### src/rtl/serial_bus_arbiter.sv
// Two-master round-robin arbiter for the serial system bus. It grants the bus to one master at
// a time and registers the owner's serial valid/data lines onto the shared bus.
module serial_bus_arbiter #(
    parameter int TIMEOUT = 32,
    parameter int CNT_LEN = 6
) (
    input  logic       clk,
    input  logic       reset,
    input  logic       req_m1,
    input  logic       req_m2,
    input  logic       done_m1,
    input  logic       done_m2,
    input  logic       valid_m1,
    input  logic       data_m1,
    input  logic       valid_m2,
    input  logic       data_m2,
    output logic       grant_m1,
    output logic       grant_m2,
    output logic       busy_m1,
    output logic       busy_m2,
    output logic       bus_valid,
    output logic       bus_data,
    output logic [1:0] owner
);

    typedef enum logic [1:0] {
        IDLE,
        OWN_M1,
        OWN_M2,
        RELEASE
    } state_t;

    localparam logic [CNT_LEN-1:0] IDLE_LAST = CNT_LEN'(TIMEOUT - 1);

    state_t             state;
    logic               last_m2;
    logic [CNT_LEN-1:0] idle_cnt;

    logic pick_m1;
    logic pick_m2;
    logic timeout_hit;
    logic leave_m1;
    logic leave_m2;

    // Tie break favours the master that did not own the bus last.
    always_comb begin
        pick_m1     = req_m1 && (!req_m2 || last_m2);
        pick_m2     = req_m2 && (!req_m1 || !last_m2);
        timeout_hit = (idle_cnt == IDLE_LAST);
        leave_m1    = done_m1 || !req_m1 || (!valid_m1 && timeout_hit);
        leave_m2    = done_m2 || !req_m2 || (!valid_m2 && timeout_hit);
    end

    always_ff @(posedge clk) begin
        if (reset) begin
            state     <= IDLE;
            last_m2   <= 1'b1;
            idle_cnt  <= '0;
            grant_m1  <= 1'b0;
            grant_m2  <= 1'b0;
            busy_m1   <= 1'b0;
            busy_m2   <= 1'b0;
            bus_valid <= 1'b0;
            bus_data  <= 1'b0;
            owner     <= 2'd0;
        end else begin
            bus_valid <= 1'b0;
            bus_data  <= 1'b0;
            case (state)
                IDLE: begin
                    if (pick_m1) begin
                        state     <= OWN_M1;
                        last_m2   <= 1'b0;
                        idle_cnt  <= '0;
                        grant_m1  <= 1'b1;
                        busy_m2   <= 1'b1;
                        owner     <= 2'd1;
                        bus_valid <= valid_m1;
                        bus_data  <= data_m1;
                    end else if (pick_m2) begin
                        state     <= OWN_M2;
                        last_m2   <= 1'b1;
                        idle_cnt  <= '0;
                        grant_m2  <= 1'b1;
                        busy_m1   <= 1'b1;
                        owner     <= 2'd2;
                        bus_valid <= valid_m2;
                        bus_data  <= data_m2;
                    end
                end
                OWN_M1: begin
                    // The sample on the leaving edge is still forwarded.
                    bus_valid <= valid_m1;
                    bus_data  <= data_m1;
                    if (leave_m1) begin
                        state    <= RELEASE;
                        grant_m1 <= 1'b0;
                        busy_m2  <= 1'b0;
                        owner    <= 2'd0;
                    end else if (valid_m1) begin
                        idle_cnt <= '0;
                    end else if (idle_cnt != '1) begin
                        idle_cnt <= idle_cnt + 1'b1;
                    end
                end
                OWN_M2: begin
                    bus_valid <= valid_m2;
                    bus_data  <= data_m2;
                    if (leave_m2) begin
                        state    <= RELEASE;
                        grant_m2 <= 1'b0;
                        busy_m1  <= 1'b0;
                        owner    <= 2'd0;
                    end else if (valid_m2) begin
                        idle_cnt <= '0;
                    end else if (idle_cnt != '1) begin
                        idle_cnt <= idle_cnt + 1'b1;
                    end
                end
                default: begin
                    state <= IDLE;
                end
            endcase
        end
    end

endmodule

### config.mk
export PLATFORM = sky130hd
export DESIGN_NAME = serial_bus_arbiter
export DESIGN_NICKNAME = d
export VERILOG_FILES = /design/src/rtl/serial_bus_arbiter.sv
export SDC_FILE = /design/constraint.sdc
export NUM_CORES = 1
export LEC_CHECK = 0
export BUFFER_PORTS_ARGS = -buffer_cell sky130_fd_sc_hd__buf_4
export CELL_PAD_IN_SITES_DETAIL_PLACEMENT = 0
export CELL_PAD_IN_SITES_GLOBAL_PLACEMENT = 1
export CORE_MARGIN = 8
export CORE_UTILIZATION = 36
export CTS_CLUSTER_SIZE = 16
export DETAILED_ROUTE_END_ITERATION = 12
export GPL_ROUTABILITY_DRIVEN = 0
export PLACE_DENSITY_LB_ADDON = 0.08
export SLEW_MARGIN = 10
export SYNTH_ARGS = -nofsm -noshare
export SYNTH_HDL_FRONTEND = slang
export SYNTH_SLANG_ARGS = --single-unit
### constraint.sdc
create_clock -name clk -period 1.65 [get_ports clk]
set_input_delay 0.0825 -clock clk [delete_from_list [all_inputs] [get_ports clk]]
set_output_delay 0.0825 -clock clk [all_outputs]
set_load 0.01 [all_outputs]
==> flow_summary.ini <==
[run_status]
status = finished with violations
violations = negative setup slack

[synth]
async_flop_share_pct = 0
yosysTopAreaCellShare_pct = 30.6
syn-cell-area_um2 = 981
ys_types = 43
ys_seq_elements = 15
yosysTopAreaCell = dfxtp_1
synthTopCellsByArea = dfxtp_1, ha_1, nand2b_1, a31oi_1, mux2i_1
synth_nets = 130
ys_warn_count = 0
synthTopCellsByCount = dfxtp_1, nand2b_1, nand2_1
yosysMostFrequentCell = dfxtp_1
syn_inst = 115
synth_edf_count = 0
ys.flop_type = dfxtp_1
avgSynthCellArea_um2 = 8.53
ys_seq_area_share_pct = 30.6

[route]
dr.first_iter.drc_count = 46
drtPass1Iterations = 4
vias = 965
drc = 0
routedWlPerCell_um = 14.4
wirelength_um = 2640
antenna_left = 0
avgViaCountPerCell = 5.27

[pwr]
leakagePower_nw = 0.613
powerDensity_nw_per_um2 = 1430
ir_worst_vdd_mv = 0.802
fin_total_pwr_mw = 2.07

[floorplan]
start_util_pct = 36.8
core.rowCount = 19
die_x_um = 68.2
io_pins = 18
die_y_um = 68.2
core_um2 = 2660
dieArea_um2 = 4650

[timing]
max_freq_mhz = 576
rsz0062_at_grt = yes
worstMarginPinSlew_ns = 0.324
whs_ns = 0.0761
hold_viol_final = 0
skew_ns = 0.00319
slew_violations = 0
slew_headroom_pct = 78.4
finalCritPeriodShare_pct = 105
setup_viol = 7
fin_ws_ns = -0.0863
fin_crit_ns = 1.74

[worst_setup_path]
path_class = flop to flop
crit_chain = inv_4, ha_4, or3b_4, a21oi_4, a211oi_2, buf_4, and3_4, o21ba_1
start_kind = flop
worstPathArrival_ns = 1.93
startpoint = state[0]$_SDFFE_PP0P_
cpLargestDelayFamily = simple AND/OR/NAND/NOR gates
timing.rr.start = state[0]$_SDFFE_PP0P_
worstPathMaxFanout = 6
critPathBufInv = 2
slowest_stage = or3b_4
cpPeakStageDelay_ns = 0.38
required_ns = 1.84
cp-end-kind = flop

[global_routing]
grt_max_degree = 20
overflow = 0
grt_pass1_vias = 973
grt_usage_pct = 12.1
antenna_found_initial = 0
grt_pass1_wl_um = 4290

[flow_run]
maxCapViolations = 0

[finish]
finalNetCount = 168
n_antenna_cell = 0
drive_above_1_share_pct = 47.4
area_growth_pct = 48.0

[clock_tree]
clkTransAtPathRegs_ns = 0.09
cts.sinks = 15
htree_levels = 1
cts_tree = done
numCtsBuffers = 3
clk_path_buf_depth = 2
cts_root_buf = clkbuf_4
clk_latency_ns = 0.29

[placement]
dp_hpwl_um = 1980
portBuffers = 17

[worst_hold_path]
hold_path_class = primary input to flop
worstHoldStart = data_m1
[worst register-to-register path, stage by stage (launching register included)]
cell and delay, ns:
dfxtp_4 0.37, inv_4 0.07, ha_4 0.12, or3b_4 0.38, a21oi_4 0.14, a211oi_2 0.07
buf_4 0.17, and3_4 0.16, o21ba_1 0.16
[area by class of cell]
type,count,area (um^2)
Clock buffer,4,26.3
Fill cell,279,1210
Inverter,6,27.5
Multi-Input combinational cell,89,766
Sequential cell,15,310
Tap cell,31,38.8
Timing Repair Buffer,38,283
[timing repair]
item,in CTS,in global routing
setup buffers,3,0
hold buffers,0,0
endpoints found under the setup margin,11,11
pin swaps,9,3
gates resized for setup,16,11
gates cloned,1,0
[power by group]
group / switching, mW / total [mW] / internal [mW]
clock: 0.126 / 0.220 / 0.0941
sequential: 0.0679 / 0.524 / 0.456
combinational: 0.606 / 1.33 / 0.722
[cell families after synthesis]
logic type | after synthesis | synth area share, %
flops | 15 | 30.6
simple gates | 46 | 26.5
compound gates | 34 | 26.1
mux | 4 | 4.59
fa+ha+maj | 5 | 6.38
buf+inv | 11 | 5.74
[layer usage]
layer | up-vias | share of wire [%] | GRT usage (%)
met2 | 14 | 51 | 21.7
met4 | 0 | 2.0 | 6.91
met1 | 453 | 43 | 12.9
li1 | 494 | - | -
met3 | 4 | 4.4 | 2.29
met5 | - | 0 | 0
[path summary, 6_finish.rpt]
kind	endpoint	slack, ns	cells past startpoint
hold reg to reg	owner[0]$_SDFFE_PP0P_	0.48	2
hold / removal	bus_data$_SDFF_PP0_	0.08	3
setup reg to reg	idle_cnt[1]$_SDFFE_PP0P_	-0.09	8
setup / recovery	idle_cnt[1]$_SDFFE_PP0P_	-0.09	8
[state kept, by name, indices dropped and copies added (netlist names)]
name / cells
busy_m2: 1
busy_m1: 1
state: 2
last_m2: 1
idle_cnt: 6
owner: 2
bus_valid: 1
bus_data: 1
[layout by cell type, fill, tap and decap left out, types with 2 or more instances in the layout]
cell / count
dfxtp_1: 11
nor2b_4: 2
nor3_1: 6
dfxtp_2: 2
a211oi_2: 2
o21a_1: 3
nand2_1: 7
inv_1: 3
buf_4: 37
and3_1: 2
a22oi_1: 2
mux2i_1: 3
nand2b_1: 7
dfxtp_4: 2
nor2_1: 6
inv_4: 2
ha_4: 3
a21o_1: 2
nand3_1: 4
a21oi_1: 5
a31oi_1: 5
clkbuf_4: 3
o31ai_2: 2
[through the flow]
| step | TNS (ns) | cells | area (um^2) | setup slack [ns] | util, % |
|---|---|---|---|---|---|
| 4_1_cts | -0.553 | 183 | 1410 | -0.103 | 52.9 |
| 3_5_place_dp | -0.468 | 175 | 1270 | -0.115 | 47.9 |
| 5_1_grt | -0.829 | 183 | 1450 | -0.133 | 54.5 |
| 3_3_place_gp | -0.332 | 175 | 1270 | -0.0854 | 47.9 |
| 2_1_floorplan | -0.0160 | 115 | 1010 | -0.0160 | - |
| 6_report | -0.329 | 183 | 1450 | -0.0863 | 54.5 |
Note: power is estimated with default switching activity, not from simulation.
